$ cat src/rtl/board_scan_if.sv
// board_scan_if
//   Beat stream carrying one board cell per handshake from board_scan to
//   the display/status stage.
//   out_valid : beat present (producer -> consumer)
//   out_ready : consumer accepts the beat (consumer -> producer)
//   out_cell  : cell index 0..15
//   out_val   : snapshot user value of the cell
//   out_fixed : snapshot fixed-clue bit of the cell
//   out_err   : cell holds a non-empty value that differs from the solution
interface board_scan_if;
    logic       out_valid;
    logic       out_ready;
    logic [3:0] out_cell;
    logic [2:0] out_val;
    logic       out_fixed;
    logic       out_err;

    modport master (
        output out_valid,
        output out_cell,
        output out_val,
        output out_fixed,
        output out_err,
        input  out_ready
    );

    modport slave (
        input  out_valid,
        input  out_cell,
        input  out_val,
        input  out_fixed,
        input  out_err,
        output out_ready
    );
endinterface

$ cat src/rtl/board_scan.sv
// board_scan
//   Snapshots the 4x4 user board, solution board and fixed mask on a start
//   request, streams one beat per cell (0..15) and then publishes a summary
//   of empty cells, wrong cells and a complete flag.
// Ports
//   clka        : clock, all state changes on the rising edge
//   restart     : asynchronous active-high reset
//   start       : scan request, honoured only when idle
//   user_board  : 16 x 3-bit user values, cell i at [3i+2:3i]
//   real_board  : 16 x 3-bit solution values, same packing
//   fill_flag   : bit i set when cell i is a given clue
//   scan_if     : beat stream (master side)
//   busy        : scan in progress (any state other than idle)
//   done        : one-cycle pulse at scan end
//   empty_cnt   : empty cells in the last completed scan
//   err_cnt     : wrong cells in the last completed scan
//   complete    : last scan had no empty and no wrong cells
module board_scan (
    input  logic              clka,
    input  logic              restart,
    input  logic              start,
    input  logic [47:0]       user_board,
    input  logic [47:0]       real_board,
    input  logic [15:0]       fill_flag,
    board_scan_if.master      scan_if,
    output logic              busy,
    output logic              done,
    output logic [4:0]        empty_cnt,
    output logic [4:0]        err_cnt,
    output logic              complete
);

    typedef enum logic [1:0] {
        S_IDLE = 2'd0,
        S_SCAN = 2'd1,
        S_DONE = 2'd2
    } state_t;

    state_t      r_state;
    state_t      w_state_next;

    logic [47:0] r_user;
    logic [47:0] r_real;
    logic [15:0] r_fill;
    logic [3:0]  r_idx;
    logic [4:0]  r_empty_run;
    logic [4:0]  r_err_run;
    logic [4:0]  r_empty_cnt;
    logic [4:0]  r_err_cnt;
    logic        r_complete;

    // Per-cell views of the snapshot so the current cell is a simple mux.
    logic [2:0]  w_user_cell [16];
    logic [2:0]  w_real_cell [16];

    genvar gi;
    generate
        for (gi = 0; gi < 16; gi = gi + 1) begin : g_cells
            assign w_user_cell[gi] = r_user[3*gi +: 3];
            assign w_real_cell[gi] = r_real[3*gi +: 3];
        end
    endgenerate

    logic       w_scan;
    logic       w_accept;
    logic [2:0] w_cur_val;
    logic [2:0] w_cur_real;
    logic       w_cur_fixed;
    logic       w_cur_empty;
    logic       w_cur_err;
    logic [4:0] w_empty_next;
    logic [4:0] w_err_next;

    assign w_scan      = (r_state == S_SCAN);
    assign w_accept    = w_scan && scan_if.out_ready;
    assign w_cur_val   = w_user_cell[r_idx];
    assign w_cur_real  = w_real_cell[r_idx];
    assign w_cur_fixed = r_fill[r_idx];
    assign w_cur_empty = (w_cur_val == 3'd0);
    // Illegal values 5..7 can never equal a legal solution digit, so they
    // fall out as errors without a separate range check.
    assign w_cur_err   = !w_cur_empty && (w_cur_val != w_cur_real);

    // Running totals including the beat being accepted this cycle; these
    // are what the summary registers load on the edge entering DONE.
    assign w_empty_next = r_empty_run + {4'd0, w_cur_empty};
    assign w_err_next   = r_err_run + {4'd0, w_cur_err};

    // State register
    always_ff @(posedge clka or posedge restart) begin
        if (restart) begin
            r_state <= S_IDLE;
        end else begin
            r_state <= w_state_next;
        end
    end

    // Next-state logic
    always_comb begin
        w_state_next = r_state;
        case (r_state)
            S_IDLE: begin
                if (start) begin
                    w_state_next = S_SCAN;
                end
            end
            S_SCAN: begin
                if (w_accept && (r_idx == 4'd15)) begin
                    w_state_next = S_DONE;
                end
            end
            S_DONE: begin
                w_state_next = S_IDLE;
            end
            default: begin
                w_state_next = S_IDLE;
            end
        endcase
    end

    // Snapshot, index, running counters and summary
    always_ff @(posedge clka or posedge restart) begin
        if (restart) begin
            r_user      <= '0;
            r_real      <= '0;
            r_fill      <= '0;
            r_idx       <= '0;
            r_empty_run <= '0;
            r_err_run   <= '0;
            r_empty_cnt <= '0;
            r_err_cnt   <= '0;
            r_complete  <= 1'b0;
        end else begin
            case (r_state)
                S_IDLE: begin
                    if (start) begin
                        r_user      <= user_board;
                        r_real      <= real_board;
                        r_fill      <= fill_flag;
                        r_idx       <= '0;
                        r_empty_run <= '0;
                        r_err_run   <= '0;
                    end
                end
                S_SCAN: begin
                    if (w_accept) begin
                        r_empty_run <= w_empty_next;
                        r_err_run   <= w_err_next;
                        if (r_idx == 4'd15) begin
                            r_empty_cnt <= w_empty_next;
                            r_err_cnt   <= w_err_next;
                            r_complete  <= (w_empty_next == 5'd0) && (w_err_next == 5'd0);
                        end else begin
                            r_idx <= r_idx + 4'd1;
                        end
                    end
                end
                default: begin
                end
            endcase
        end
    end

    // Beat fields are forced to zero outside SCAN so an idle bus is quiet.
    assign scan_if.out_valid = w_scan;
    assign scan_if.out_cell  = w_scan ? r_idx : 4'd0;
    assign scan_if.out_val   = w_scan ? w_cur_val : 3'd0;
    assign scan_if.out_fixed = w_scan && w_cur_fixed;
    assign scan_if.out_err   = w_scan && w_cur_err;

    assign busy      = (r_state != S_IDLE);
    assign done      = (r_state == S_DONE);
    assign empty_cnt = r_empty_cnt;
    assign err_cnt   = r_err_cnt;
    assign complete  = r_complete;

endmodule

$ cat src/flat_wrapper.sv
// flat-port wrapper written by rule: the top's interface ports become plain ports
module board_scan_flat 
  (clka, restart, start, user_board, real_board, fill_flag, busy, done, empty_cnt, err_cnt, complete, scan_if_out_valid, scan_if_out_cell, scan_if_out_val, scan_if_out_fixed, scan_if_out_err, scan_if_out_ready);
  board_scan_if scan_if_i ();
  input  logic clka;
  input  logic restart;
  input  logic start;
  input  logic [47:0] user_board;
  input  logic [47:0] real_board;
  input  logic [15:0] fill_flag;
  output logic busy;
  output logic done;
  output logic [4:0] empty_cnt;
  output logic [4:0] err_cnt;
  output logic complete;
  output wire logic [$bits(scan_if_i.out_valid)-1:0] scan_if_out_valid;
  output wire logic [$bits(scan_if_i.out_cell)-1:0] scan_if_out_cell;
  output wire logic [$bits(scan_if_i.out_val)-1:0] scan_if_out_val;
  output wire logic [$bits(scan_if_i.out_fixed)-1:0] scan_if_out_fixed;
  output wire logic [$bits(scan_if_i.out_err)-1:0] scan_if_out_err;
  input wire logic [$bits(scan_if_i.out_ready)-1:0] scan_if_out_ready;
  assign scan_if_out_valid = scan_if_i.out_valid;
  assign scan_if_out_cell = scan_if_i.out_cell;
  assign scan_if_out_val = scan_if_i.out_val;
  assign scan_if_out_fixed = scan_if_i.out_fixed;
  assign scan_if_out_err = scan_if_i.out_err;
  assign scan_if_i.out_ready = scan_if_out_ready;
  board_scan u_core (.clka(clka), .restart(restart), .start(start), .user_board(user_board), .real_board(real_board), .fill_flag(fill_flag), .scan_if(scan_if_i), .busy(busy), .done(done), .empty_cnt(empty_cnt), .err_cnt(err_cnt), .complete(complete));
endmodule
$ cat config.mk
export PLATFORM = sky130hd
export DESIGN_NAME = board_scan_flat
export DESIGN_NICKNAME = d
export VERILOG_FILES = /design/src/rtl/board_scan_if.sv /design/src/rtl/board_scan.sv /design/src/flat_wrapper.sv
export SDC_FILE = /design/constraint.sdc
export NUM_CORES = 1
export LEC_CHECK = 0
export ABC_AREA = 1
export CORE_MARGIN = 4
export CORE_UTILIZATION = 48
export CTS_BUF_LIST = sky130_fd_sc_hd__clkbuf_4
export DETAILED_ROUTE_END_ITERATION = 6
export GPL_ROUTABILITY_DRIVEN = 0
export GPL_TIMING_DRIVEN = 0
export HOLD_SLACK_MARGIN = 0.1
export PLACE_DENSITY = 0.83
export SYNTH_ARGS = -nofsm -noshare
export SYNTH_HDL_FRONTEND = slang
export SYNTH_SLANG_ARGS = --single-unit
$ cat constraint.sdc
create_clock -name clka -period 4.7 [get_ports clka]
set_input_delay 1.175 -clock clka [delete_from_list [all_inputs] [get_ports clka]]
set_output_delay 1.175 -clock clka [all_outputs]
set_load 0.05 [all_outputs]
# [Word-level counts from Yosys, hierarchy flattened]
# Index checks and enable logic that the tools add are counted.
[totals] out_inout_bits=23 regBits=139 in_bits=116 n_memories=0 latch_bits=0 ramBits=0 romBits=0 word_cells=64
[classes] n_reduce_logical=18 multipliers=0 shift=0 magnitude_cmp=2 muxes=22 bitwise=1 div_mod_pow=0 eq_ne=8 n_addsub=3
[ops] op="$bmux W3 S4" count=2
[ops] op="$pmux W5 S2" count=2
[ops] op="$mux W4" count=4
[ops] op="$mux W3" count=5
[ops] op="$mux W5" count=3
[ops] op="$add A5 B1 Y5" count=2
[ops] op="$logic_not A5 Y1" count=2
[ops] op="$ne A2 B2 Y1 const B" count=4
[ops] op="$pmux W4 S2" count=1
[ops] op="$logic_and A1 B1 Y1" count=6
[ops] op="$reduce_and A3 Y1" count=2
[ops] op="$ge A5 B5 Y1 const B" count=1
[ops] op="$lt A4 B5 Y1 const B" count=1
[ops] op="$not A4 Y5" count=1
[ops] op="$add A4 B1 Y4 const B" count=1
[ops] op="$bmux W1 S4" count=1
[ops] op="$eq A4 B4 Y1 const B" count=1
[ops] op="$mux W2" count=2
[ops] op="$pmux W2 S2" count=1
[ops] op="$reduce_and A2 Y1" count=2
[ops] op="$reduce_and A4 Y1" count=1
[ops] op="$reduce_bool A2 Y1" count=2
[ops] op="$logic_not A3 Y1" count=1
[ops] op="$ne A3 B3 Y1" count=1
[ops] op="5 further kinds" count=5

# [Longest topological paths before layout]
[logic_depth] word_depth=10 ltp_mapped=22 ltp_nobuf=20

# [Worst setup path after synthesis]
# OpenSTA, ideal clock, no wires.
[synth_timing] path_kind="register -> output" startpoint="reg u_core.r_idx[0]" endpoint="out scan_if_out_err" slack_ns=1.550 t_required_ns=3.525 arrival_time_ns=1.975 path_stages_with_launch=13 path_cell_list="dfrtp_1 -> buf_6 -> buf_6 -> or2_1 -> nand3_1 -> nand3_1 -> nand3_1 -> nand2_1 -> nand2_1 -> nand2_1 -> nand3_1 -> nand2_1 -> nor2_1"
[synth_between] elab_chain_len=8 elab_cells_between_ends=12 classes_between="1 x eq/ne; 6 x mux; 1 x bitwise; 4 x reduce/logical"
[synth_lines] item="start: declaration" line_no="board_scan.sv:45" rtl="logic [3:0] r_idx;"
[synth_lines] item="start signal: assignment" line_no="board_scan.sv:154" rtl="r_idx <= r_idx + 4'd1;"
[synth_lines] item="$not A4 Y5 (not written as such) (*)" line_no="board_scan.sv:76, board_scan.sv:77"
[synth_lines] item="$bmux W3 S4" line_no="board_scan.sv:76" rtl="assign w_cur_val = w_user_cell[r_idx];"
[synth_lines] item="$mux W3 (not written as such) (2 in series)" line_no="board_scan.sv:76"
[synth_lines] item="$logic_not A3 Y1" line_no="board_scan.sv:79" rtl="assign w_cur_empty = (w_cur_val == 3'd0);"
[synth_lines] item="$logic_not A1 Y1" line_no="board_scan.sv:82" rtl="assign w_cur_err = !w_cur_empty && (w_cur_val != w_cur_real);"
[synth_lines] item="$logic_and A1 B1 Y1 (*)" line_no="board_scan.sv:82"
[synth_lines] item="$logic_and A1 B1 Y1 (*)" line_no="board_scan.sv:169" rtl="assign scan_if.out_err = w_scan && w_cur_err;"
[synth_lines] item="end: declaration" line_no="flat_wrapper.sv:20" rtl="output wire logic [$bits(scan_if_i.out_err)-1:0] scan_if_out_err;"
# Every way passes the cells marked *; elsewhere a longest branch is shown, timed or not. The select of a mux whose other input is x is not followed.

# [Worst setup path after layout]
[layout_timing] startpoint="reg u_core.r_idx[1]" endpoint="out scan_if_out_err"
# The elaborated chain is that of the path after synthesis.

==> summary.txt <==
Largest net degree at the start of global routing = 44
Dpl cell area = 8420 sq um
Hold_buf cts = 0
Cell area after layout = 8710 sq um
Mapped Area = 6750 sq um
Pwr Density = 681 nW/um^2
Drt initial violations = 727
CTS tree = done
CTS buffer count = 17
Outcome = finished, final reports clean
Max-cap violations = 0
Slowest stage cell, crit path = clkdlybuf4s50_1
Total global-route track usage = 24.2%
Core Rows = 43
CP max FO = 10
Hold Path Class = register to register
Starting Density = 48.8%
Inserted Diodes = 0
CTS clk-pin slew, worst paths = 0.11 ns
PnR Total Power = 5.93 mW
Die width = 127 um
Setup bufs post-CTS = 0
Crit path required time = 3.52 ns
Initial antenna violation count = 0
CTS Sinks = 139
WP data arrival = 3.35 ns
Register area share after synthesis = 51.5%
Non-filler cells, final = 1224
Hold Path Depth = 2
Synthesized Nets = 992
Area Overhead vs Synth = 29.0%
Core area = 13800 sq um
Worst path depth = 13
Fin util = 63.0%
Layout cells sized above 1 = 7.28%
Kind of critical path = register to output pin
Die area = 16000 sq um
Fin nets = 1152
Vias in the first global route = 6455
RSZ-0062 raised after global routing = no
Yosys cell types = 30
Fin. max-slew vios = 0
#FFs+latches synth = 139
Final Cycle Share = 96.3%
Max Fclk = 0.221 GHz
Final WL = 18.8 mm
Leakage dissipation = 4.17 nW
Top-Level Pins = 139
Vias per cell = 5.18
Root Driver = clkbuf_4
Placed Cells = 1192
Final hold viol count = 0
Mapped Cells = 871
CP Capture Type = output pin
Final setup viols = 0
Critical path startpoint category = register
Worst slew pin tran = 0.662 ns
DR pass1 iterations = 5
FF-to-FF path depth = 17
Delay-heaviest family, CP = buffers and inverters
Antenna Nets Post-Route = 0
Wire per inst = 15.3 um
# DRC = 0
WP buf/inv = 4
Mean area per synthesized cell = 7.75 sq um
Syn. warnings = 0
Clock latency on the worst-skew pair = 0.55 ns
Worst path max stage delay = 0.82 ns
Gr ovfl total = 0
Port Buf Inserts = 138
Peak supply drop = 0.254 mV
Minimum clock period = 4.53 ns
Clk buf depth = 2
First-pass GRT wire length = 31.2 mm
Detail Placement HPWL = 14.0 mm
H-Tree Depth = 4
Fin Clk Skew = 0.0139 ns
Vias = 6345
Relative slew slack = 55.8%
Total negative slack = 0 ns
Resized cells post-CTS = 0
CP cell instances = inv_2 -> clkbuf_1 -> nand3_1 -> nand3_1 -> nand3_1 -> nand2_1 -> inv_1 -> nand2_1 -> nand2_1 -> nand3_1 -> nand2_1 -> nor2_1 -> clkdlybuf4s50_1
Die Y = 127 um
logic make-up after synthesis:
group / share of synthesized area, %
simple gates: 25.2
buf+inv: 10.7
compound gates: 10.9
flops: 51.5
xor+xnor: 0.778
fa+ha+maj: 0.927
cell usage in the layout (no fill, tap or decap), drive strengths merged:
cell type and n:
bufinv 3, nor3 2, o31ai 3, a31oi 1
nand3 78, clkinvlp 3, nor2 20, xor2 6
nor4 2, a21oi 6, dfrtp 139, nand2 309
nor3b 1, o21ai 125, or2 2, clkinv 10
clkbuf 36, ha 5, clkdlybuf4s50 138, inv 113
o22ai 2, o211ai 5, nand4 1, buf 34
synth_stat cells, drive strengths merged:
cell type  number  area, sq um
nand2         309         1160
dfrtp         139         3480
o21ai         125          629
inv           114          430
nand3          78          390
buf            31          218
nor2           20         90.1
clkbuf         18         67.6
a21oi           6         30.0
xor2            6         52.6
ha              5         62.6
o211ai          5         37.5
o31ai           3         22.5
nor3            2         15.0
nor4            2         12.5
o22ai           2         12.5
or2             2         12.5
a31oi           1         6.26
clkinv          1         3.75
nand4           1         6.26
nor3b           1         7.51
flip-flops by register name, summed over array words and instances (netlist names):
name,cells
u_core.r_err_run,5
u_core.r_idx,4
u_core.err_cnt,5
u_core.r_fill,16
u_core.complete,1
u_core.r_empty_run,5
u_core.r_real,48
u_core.empty_cnt,5
u_core.r_state,2
u_core.r_user,48
metrics by stage:
stage               worst slack (ns)  hold WS [ns]
finish                         0.175         0.492
global route                 0.00693         0.520
global placement               0.588         0.460
floorplan                       1.55         0.441
CTS                            0.196         0.492
detailed placement             0.829         0.467
layer usage:
layer | vias to the layer above | wire length [um] | global-route usage, %
met3 | 52 | 1500 | 5.43
li1 | 3051 | - | -
met4 | 0 | 568 | 10.4
met5 | - | 0 | 0
met2 | 287 | 8650 | 38.2
met1 | 2955 | 8030 | 32.4
cell type report:
cell class | instances | area, sq um
clock inverters | 14 | 154
multi-input cells | 568 | 2550
clock buffers | 18 | 135
repair buffers | 141 | 1440
inverters | 115 | 438
flip-flops and latches | 139 | 3480
plain buffers | 49 | 285
fillers | 1182 | 5120
well taps | 180 | 225
worst reg2reg max path: cells and delay by family (launching register included):
kind | cells | cell delay [ns]
buffers and inverters | 3 | 0.56
and+or+nand+nor | 10 | 1.34
AOI/OAI and AO/OA | 1 | 0.16
xor gates and xnor gates | 1 | 0.16
adders and majority gates | 2 | 0.39
DFF | 1 | 0.45
worst paths after layout:
path,startpoint,endpoint,slack [ns]
setup / recovery,u_core.r_idx[1],scan_if_out_err,0.17
hold / removal,u_core.r_fill[8],u_core.r_fill[8],0.49
setup reg to reg,u_core.r_idx[1],u_core.complete,1.57
hold reg to reg,u_core.r_fill[8],u_core.r_fill[8],0.49
max in group asynchronous,restart,u_core.r_real[0],2.78
min in group asynchronous,restart,u_core.r_user[12],1.07
where the power goes:
group | switching (mW) | internal (mW) | total (mW)
clock | 0.429 | 0.366 | 0.795
sequential | 0.217 | 1.75 | 1.96
combinational | 2.08 | 1.10 | 3.18
total | 2.73 | 3.21 | 5.93
(Power assumes the default switching activity.)
